<file path="src/rtl/btn_debounce_pkg.sv">
// Shared types and width helper for the push-button debounce / pulse block.
// The state encoding is fixed so it can be probed on a logic analyser.
package btn_debounce_pkg;

    typedef enum logic [1:0] {
        IDLE         = 2'd0,
        PRESS_WAIT   = 2'd1,
        HELD         = 2'd2,
        RELEASE_WAIT = 2'd3
    } state_e;

    // One counter width covers every timing parameter so dcnt and rcnt never wrap
    function automatic int calc_cnt_w(input int debounce_cycles,
                                      input int repeat_delay,
                                      input int repeat_rate);
        int max_v;
        max_v = debounce_cycles;
        if (repeat_delay > max_v) max_v = repeat_delay;
        if (repeat_rate > max_v) max_v = repeat_rate;
        return $clog2(max_v + 1);
    endfunction

endpackage

</file>
<file path="src/rtl/sync_2ff.sv">
// Two-flop synchronizer with synchronous active-high reset to 0.
// Generic width so any asynchronous level input can reuse it.
module sync_2ff #(
    parameter int WIDTH = 1
) (
    input  logic             clk,
    input  logic             reset,
    input  logic [WIDTH-1:0] d_i,
    output logic [WIDTH-1:0] q_o
);

    logic [WIDTH-1:0] meta_q;
    logic [WIDTH-1:0] sync_q;

    always_ff @(posedge clk) begin
        if (reset) begin
            meta_q <= '0;
            sync_q <= '0;
        end else begin
            meta_q <= d_i;
            sync_q <= meta_q;
        end
    end

    assign q_o = sync_q;

endmodule

</file>
<file path="src/rtl/btn_debounce_pulse.sv">
// Turns a raw bouncy push-button into single-cycle event pulses with optional
// auto-repeat while held, and exports the debounced level.
module btn_debounce_pulse
    import btn_debounce_pkg::*;
#(
    parameter int DEBOUNCE_CYCLES = 16,
    parameter int REPEAT_EN       = 1,
    parameter int REPEAT_DELAY    = 64,
    parameter int REPEAT_RATE     = 16
) (
    input  logic clk,
    input  logic reset,
    input  logic btn_in,
    output logic pulse_o,
    output logic repeat_o,
    output logic level_o
);

    localparam int CNT_W = calc_cnt_w(DEBOUNCE_CYCLES, REPEAT_DELAY, REPEAT_RATE);

    localparam logic [CNT_W-1:0] DB_LAST    = CNT_W'(DEBOUNCE_CYCLES - 1);
    localparam logic [CNT_W-1:0] DELAY_LAST = CNT_W'(REPEAT_DELAY - 1);
    localparam logic [CNT_W-1:0] RATE_LAST  = CNT_W'(REPEAT_RATE - 1);
    localparam logic [CNT_W-1:0] CNT_ONE    = CNT_W'(1);

    logic btn_s;

    state_e           state_q,  state_d;
    logic [CNT_W-1:0] dcnt_q,   dcnt_d;
    logic [CNT_W-1:0] rcnt_q,   rcnt_d;
    logic             phase_q,  phase_d;
    logic             pulse_q,  pulse_d;
    logic             repeat_q, repeat_d;
    logic             level_q,  level_d;

    sync_2ff #(
        .WIDTH (1)
    ) u_sync (
        .clk   (clk),
        .reset (reset),
        .d_i   (btn_in),
        .q_o   (btn_s)
    );

    always_ff @(posedge clk) begin
        if (reset) begin
            state_q  <= IDLE;
            dcnt_q   <= '0;
            rcnt_q   <= '0;
            phase_q  <= 1'b0;
            pulse_q  <= 1'b0;
            repeat_q <= 1'b0;
            level_q  <= 1'b0;
        end else begin
            state_q  <= state_d;
            dcnt_q   <= dcnt_d;
            rcnt_q   <= rcnt_d;
            phase_q  <= phase_d;
            pulse_q  <= pulse_d;
            repeat_q <= repeat_d;
            level_q  <= level_d;
        end
    end

    // dcnt counts agreeing samples; rcnt times the repeat delay (phase 0) then the rate (phase 1)
    always_comb begin
        state_d  = state_q;
        dcnt_d   = dcnt_q;
        rcnt_d   = rcnt_q;
        phase_d  = phase_q;
        pulse_d  = 1'b0;
        repeat_d = 1'b0;
        level_d  = level_q;

        case (state_q)
            IDLE: begin
                level_d = 1'b0;
                if (btn_s) begin
                    state_d = PRESS_WAIT;
                    dcnt_d  = CNT_ONE;
                end
            end

            PRESS_WAIT: begin
                level_d = 1'b0;
                if (!btn_s) begin
                    state_d = IDLE;
                    dcnt_d  = '0;
                end else if (dcnt_q == DB_LAST) begin
                    state_d = HELD;
                    dcnt_d  = '0;
                    rcnt_d  = '0;
                    phase_d = 1'b0;
                    pulse_d = 1'b1;
                    level_d = 1'b1;
                end else begin
                    dcnt_d = dcnt_q + CNT_ONE;
                end
            end

            HELD: begin
                level_d = 1'b1;
                if (!btn_s) begin
                    state_d = RELEASE_WAIT;
                    dcnt_d  = CNT_ONE;
                    rcnt_d  = '0;
                end else if (REPEAT_EN != 0) begin
                    if ((!phase_q && (rcnt_q == DELAY_LAST)) ||
                        ( phase_q && (rcnt_q == RATE_LAST))) begin
                        pulse_d  = 1'b1;
                        repeat_d = 1'b1;
                        rcnt_d   = '0;
                        phase_d  = 1'b1;
                    end else begin
                        rcnt_d = rcnt_q + CNT_ONE;
                    end
                end
            end

            RELEASE_WAIT: begin
                level_d = 1'b1;
                if (btn_s) begin
                    state_d = HELD;
                    dcnt_d  = '0;
                    rcnt_d  = '0;
                    phase_d = 1'b0;
                end else if (dcnt_q == DB_LAST) begin
                    state_d = IDLE;
                    dcnt_d  = '0;
                    level_d = 1'b0;
                end else begin
                    dcnt_d = dcnt_q + CNT_ONE;
                end
            end

            default: begin
                state_d = IDLE;
                dcnt_d  = '0;
                rcnt_d  = '0;
                phase_d = 1'b0;
                level_d = 1'b0;
            end
        endcase
    end

    assign pulse_o  = pulse_q;
    assign repeat_o = repeat_q;
    assign level_o  = level_q;

endmodule
</file>
<file path="config.mk">
export PLATFORM = sky130hd
export DESIGN_NAME = btn_debounce_pulse
export DESIGN_NICKNAME = d
export VERILOG_FILES = /design/src/rtl/btn_debounce_pkg.sv /design/src/rtl/sync_2ff.sv /design/src/rtl/btn_debounce_pulse.sv
export SDC_FILE = /design/constraint.sdc
export NUM_CORES = 1
export LEC_CHECK = 0
export CAP_MARGIN = 20
export CORE_ASPECT_RATIO = 0.7
export CORE_MARGIN = 3
export CORE_UTILIZATION = 50
export DETAILED_ROUTE_END_ITERATION = 10
export DONT_BUFFER_PORTS = 1
export PLACE_DENSITY_LB_ADDON = 0.3
export SYNTH_ARGS = -nofsm -noshare
export SYNTH_HDL_FRONTEND = slang
export SYNTH_SLANG_ARGS = --single-unit
</file>
<file path="constraint.sdc">
create_clock -name clk -period 5.8 [get_ports clk]
set_clock_uncertainty 0.2 [all_clocks]
set_input_delay 0.58 -clock clk [delete_from_list [all_inputs] [get_ports clk]]
set_output_delay 0.58 -clock clk [all_outputs]
set_load 0.01 [all_outputs]
</file>
==> flow_metrics.env, run 1 <==
export IMPL_cts_tree="built"
export IMPL_drive_gt1_share_pct=10.0
export IMPL_initial_core_util_pct=54.7
export IMPL_critPathSlowestCell="nor3_2"
export IMPL_critPathMaxFanout=7
export IMPL_cts_root_buf="clkbuf_4"
export IMPL_rows=14
export IMPL_grt_ovfl_total=0
export IMPL_yosys_top_cells_area="dfxtp_1 (36%), ha_1 (7.2%), nand2_1 (4.3%), nand4_1 (4.1%), inv_1 (3.4%)"
export IMPL_synth_seq_cells=22
export IMPL_timing_hold_ws_ns=0.114
export IMPL_period_minus_slack_ns=2.09
export IMPL_postPlaceCellArea_sq_um=1220
export IMPL_outcome="complete, no violations"
export IMPL_power_density_nw_per_um2=249
export IMPL_setup_viol=0
export IMPL_drc=0
export IMPL_synth_top_cells_by_count="dfxtp_1 (22), nand2_1 (14), inv_1 (11)"
export IMPL_viasPerCell=5.87
export IMPL_h_tree_depth=1
export IMPL_synth_top_area_share_pct=36.2
export IMPL_max_stage_delay_ns=0.39
export IMPL_holdBufCountCts=0
export IMPL_worstPathCellList="inv_1 -> ha_1 -> nand2_1 -> nor3_2 -> nand3_2 -> o221ai_1"
export IMPL_first_pass_iters=4
export IMPL_fin_crit_sh_pct=36.0
export IMPL_synth_distinct_cells=42
export IMPL_required_ns=5.84
export IMPL_gp_congestion=0.882
export IMPL_clkSinkCount=22
export IMPL_critPathCaptureType="flop"
export IMPL_drt_iter0_markers=98
export IMPL_fin_area_sq_um=1270
export IMPL_n_antenna_cell=0
export IMPL_coreArea_sq_um=2220
export IMPL_finalNonFillerCells=172
export IMPL_cts_resized=0
export IMPL_routed_wl_um=2390
export IMPL_fill_cells=214
export IMPL_rsz0062_at_grt="false"
export IMPL_worstSetupPathType="flop to flop"
export IMPL_place_detailed_hpwl_um=1740
export IMPL_placed_cells=168
export IMPL_die_x_um=64.9
export IMPL_grt_pass1_vias=847
export IMPL_routedWlPerCell_um=13.9
export IMPL_synth_nets=151
export IMPL_grt_pass1_wl_um=3800
export IMPL_timing_fmax_mhz=479
export IMPL_hp_class="input port to flop"
export IMPL_yosysMostFrequentCell="dfxtp_1"
export IMPL_maxCapViolCount=0
export IMPL_final_util_pct=57.1
export IMPL_netlist_area_sq_um=1220
export IMPL_reg2reg_slack_ns=3.71
export IMPL_ir_drop_v=0.000141
export IMPL_ys_seq_area_share_pct=36.2
export IMPL_synth_top_cell_by_area="dfxtp_1"
export IMPL_dr_total_vias=1009
export IMPL_dieArea_sq_um=3070
export IMPL_yosysWarnings=0
export IMPL_tightest_slew_ns=0.515
export IMPL_crit_arrival_ns=2.13
export IMPL_synth_main_ff_cell="dfxtp_1"
export IMPL_syn_instance_count=141
export IMPL_slew_headroom_pct=65.4
export IMPL_area_growth_pct=4.42
export IMPL_syn_avg_cell_area_sq_um=8.63
export IMPL_io_pins=6
export IMPL_port_buffer_count=0
export IMPL_maxSlewViolCount=0
export IMPL_clock_path_buffers=2
export IMPL_fin_nets=151
export IMPL_cts_buffers=3
export IMPL_finalHoldViolCount=0
export IMPL_synth_edf_count=0
export IMPL_async_flop_share_pct=0
export IMPL_grt_start_max_net_pins=14
export IMPL_antenna_found_initial=0
export IMPL_insertion_delay_ns=0.31
export IMPL_post_cts_setup_buffer_count=0
export IMPL_critPathLaunchType="flop"
export IMPL_track_usage_pct=16.4
export IMPL_setup_tns_final_ns=0
export IMPL_p_leak_nw=0.411
export IMPL_die_h_um=47.3
export IMPL_drtAntennaViolNets=0
export IMPL_clkTransAtPathRegs_ns=0.13
[power by group]
group          internal [mW]  total (mW)  switching, mW
Combinational         0.0128      0.0393         0.0266
Sequential             0.155       0.158        0.00374
Clock                 0.0699       0.119         0.0490
[state kept, by name (all words and copies together) (netlist names), named ones only]
register       flops
state_q            1
rcnt_q             7
phase_q            1
repeat_o           1
pulse_o            1
u_sync.q_o         1
dcnt_q             7
level_o            1
u_sync.meta_q      1
[final cells by class]
class	count	area [sq um]	share of cell area (%)
clock buffer	3	22.5	1.77
clock inverter	1	30.0	2.36
tap	32	40.0	3.15
sequential	22	440	34.7
multi-input combinational	103	696	54.8
inverter	11	41.3	3.25
[layer usage]
metal,track usage [%],vias up,routed length [um]
li1,-,519,-
met1,22.9,459,1290
met2,24.4,29,948
met3,6.22,2,133
met4,2.94,0,11
met5,0,-,0
[critical path: cells and delay by family (launching register included)]
kind	cells	cell delay [ns]
simple gates	3	0.79
flops	1	0.36
fa+ha+maj	1	0.30
compound gates	1	0.21
buf+inv	1	0.15
[per-stage QoR]
stage | power (mW) | worst slack (ns)
after floorplan | 0.195 | 3.95
after global placement | 0.199 | 3.83
after detailed placement | 0.200 | 3.74
after CTS | 0.318 | 3.72
after global routing | 0.329 | 3.54
final | 0.317 | 3.71
[cells in the final DEF (no fill, tap or decap), drive strengths merged]
cell and n:
or4b 1, nor4 2, nand3 6, a31oi 3, o41ai 1, o211ai 1, a22oi 1, mux2 1
nand4 8, ha 7, nor2b 4, nand3b 1, or3 3, nor3 10, mux2i 3, xor2 2
a311oi 1, dfxtp 22, inv 11, nand2 14, a31o 1, o221ai 4, a21oi 5, a211oi 2
nor2 9, o22ai 1, a211o 1, or3b 1, and3 2, o311ai 1, bufinv 1, o21ai 7
clkbuf 3
[logic make-up after synthesis]
kind of cell,Yosys count,synth area share (%)
simple gates,61,26.9
fa+ha+maj,7,7.20
flops,22,36.2
xor+xnor,2,1.44
buf+inv,16,6.58
mux,4,3.70
compound gates,29,18.0
[path summary, 6_finish.rpt]
check	startpoint	to	cells after the start
setup / recovery	state_q[0]$_SDFFE_PP0P_	rcnt_q[3]$_SDFFE_PP0P_	6
hold / removal	reset	dcnt_q[5]$_SDFFE_PP0P_	1
hold reg to reg	u_sync.meta_q$_SDFF_PP0_	u_sync.q_o$_SDFF_PP0_	1
setup reg to reg	state_q[0]$_SDFFE_PP0P_	rcnt_q[3]$_SDFFE_PP0P_	6
(Power assumes the default switching activity.)
==> inputs of run 2 (changes only) <==
==> constraint.sdc (replaced) <==
create_clock -name clk -period 1.8 [get_ports clk]
set_clock_uncertainty 0.2 [all_clocks]
set_input_delay 0.18 -clock clk [delete_from_list [all_inputs] [get_ports clk]]
set_output_delay 0.18 -clock clk [all_outputs]
set_load 0.01 [all_outputs]
==> run 2 against run 1 <==
The flow now finishes with violations (setup timing). Core utilization increased by 16 points. Clock power increased to 3.4 times the previous value. Hold slack improved by 0.15 ns. First-iteration DRC count increased by 68%. Worst setup slack got worse by 3.7 ns. Sequential cell count unchanged. Power increased to 3.7 times the previous value. Sequential power increased to 3.3 times the previous value. Largest power group unchanged.
==> flow_metrics.env, run 2 (same netlist as run 1, synthesis figures left out) <==
export IMPL_initial_core_util_pct=54.7
export IMPL_worst_slack_ns=-0.0322
export IMPL_crit_arrival_ns=1.89
export IMPL_setup_viol=4
export IMPL_crit_start="state_q[0]$_SDFFE_PP0P_"
export IMPL_finalHoldViolCount=0
export IMPL_io_pins=6
export IMPL_dieArea_sq_um=3070
export IMPL_required_ns=1.86
export IMPL_drtAntennaViolNets=0
export IMPL_max_stage_delay_ns=0.53
export IMPL_fin_crit_sh_pct=102
export IMPL_cts_root_buf="clkbuf_4"
export IMPL_clock_path_buffers=2
export IMPL_grt_start_max_net_pins=14
export IMPL_worstPathCellList="ha_2 -> mux2i_4 -> or4b_1 -> a31oi_1"
export IMPL_routedWlPerCell_um=19.7
export IMPL_die_h_um=47.3
export IMPL_rows=14
export IMPL_cts_tree="built"
export IMPL_critPathMaxFanout=4
export IMPL_area_growth_pct=34.3
export IMPL_layout_commonest_cell="buf_4"
export IMPL_first_pass_iters=5
export IMPL_violations="setup timing"
export IMPL_clkTransAtPathRegs_ns=0.14
export IMPL_h_tree_depth=1
export IMPL_coreArea_sq_um=2220
export IMPL_rsz0062_at_grt="true"
export IMPL_r2r_cells=4
export IMPL_ir_drop_v=0.000492
export IMPL_maxCapViolCount=0
export IMPL_worstHoldStart="u_sync.meta_q$_SDFF_PP0_"
export IMPL_grt_ovfl_total=0
export IMPL_maxSlewViolCount=0
export IMPL_dr_total_vias=1308
export IMPL_critPathLaunchType="flop"
export IMPL_place_detailed_hpwl_um=2140
export IMPL_insertion_delay_ns=0.34
export IMPL_period_minus_slack_ns=1.83
export IMPL_clkSinkCount=22
export IMPL_track_usage_pct=22.7
export IMPL_grt_pass1_wl_um=5240
export IMPL_fill_cells=145
export IMPL_whs_path_depth=1
export IMPL_cts_buffers=3
export IMPL_viasPerCell=6.54
export IMPL_hp_class="flop to flop"
export IMPL_drive_gt1_share_pct=40.5
export IMPL_critPathSlowestCell="or4b_1"
export IMPL_grt_pass1_vias=1105
export IMPL_slew_headroom_pct=60.5
export IMPL_timing_fmax_mhz=546
export IMPL_outcome="finished, violations left"
export IMPL_worstSetupPathType="flop to flop"
export IMPL_fin_nets=179
export IMPL_port_buffer_count=0
export IMPL_die_x_um=64.9
export IMPL_critPathCaptureType="flop"
export IMPL_n_antenna_cell=0
export IMPL_drt_iter0_markers=165
export IMPL_p_leak_nw=0.569
export IMPL_r2r_start="state_q[0]$_SDFFE_PP0P_"
export IMPL_power_density_nw_per_um2=716
export IMPL_tightest_slew_ns=0.591
export IMPL_drc=0
export IMPL_layout_common_cells="buf_4 (26), dfxtp_1 (17), nand2_1 (13), inv_1 (9)"
export IMPL_setup_tns_final_ns=-0.0730
export IMPL_power_mw=1.17
export IMPL_timing_hold_ws_ns=0.260
export IMPL_antenna_found_initial=0
export IMPL_routed_wl_um=3950
export IMPL_gp_congestion=0.935
export IMPL_top_regs="dcnt_q: 7 flops, rcnt_q: 7 flops"
-- run 2: changes by cell type in the layout (fill, tap and decap cells not counted), sizes merged --
cell / previous run / this run
dlygate4sd3: 0 / 2
buf: 0 / 26
-- run 2: final timing paths --
kind / slack [ns] / to
worst max-delay path: -0.03 / dcnt_q[5]$_SDFFE_PP0P_
worst min-delay path: 0.26 / u_sync.q_o$_SDFF_PP0_
worst max register to register: -0.03 / dcnt_q[5]$_SDFFE_PP0P_
worst min register to register: 0.26 / u_sync.q_o$_SDFF_PP0_
-- run 2: final cells by class --
| cell class | count | area (sq um) | share of cell area (%) |
|---|---|---|---|
| clock buffer | 3 | 22.5 | 1.38 |
| sequential | 22 | 447 | 27.4 |
| multi-input combinational | 103 | 837 | 51.3 |
| timing repair buffer | 28 | 215 | 13.2 |
| inverter | 11 | 41.3 | 2.53 |
| tap | 32 | 40.0 | 2.45 |
| clock inverter | 1 | 30.0 | 1.84 |
-- run 2: where the power goes --
part           switching [mW]  internal [mW]
combinational           0.148          0.109
sequential             0.0136          0.500
clock                   0.173          0.226
total                   0.335          0.834
-- run 2: layer usage --
metal	vias up	share of wire, %	global-route usage [%]
met4	0	7.0	2.94
li1	574	-	-
met2	101	42	39.0
met3	33	11	5.98
met5	-	0	0
met1	600	40	30.0
-- run 2: timing repair --
item,in CTS,in global routing
endpoints found under the hold margin,20,0
cloned,0,0
hold buffers,2,0
pin swaps,0,8
gates resized for setup,10,26
buffers inserted,1,2
setup endpoints to repair,12,15
-- run 2: per-stage QoR --
| stage | instance area, sq um | worst slack [ns] | std cells | util [%] |
|---|---|---|---|---|
| floorplan | 1220 | 0.0289 | 141 | - |
| global placement | 1390 | -0.0312 | 191 | 62.6 |
| detailed placement | 1390 | -0.127 | 191 | 62.6 |
| CTS | 1500 | 0.00322 | 198 | 67.4 |
| global route | 1630 | -0.0866 | 200 | 73.4 |
| finish | 1630 | -0.0322 | 200 | 73.4 |
-- run 2: critical path, delay by kind of cell, from the launching register on --
kind	cells	cell delay (ns)
fa+ha+maj	1	0.27
flops	1	0.40
compound gates	1	0.23
simple gates	1	0.53
mux	1	0.12
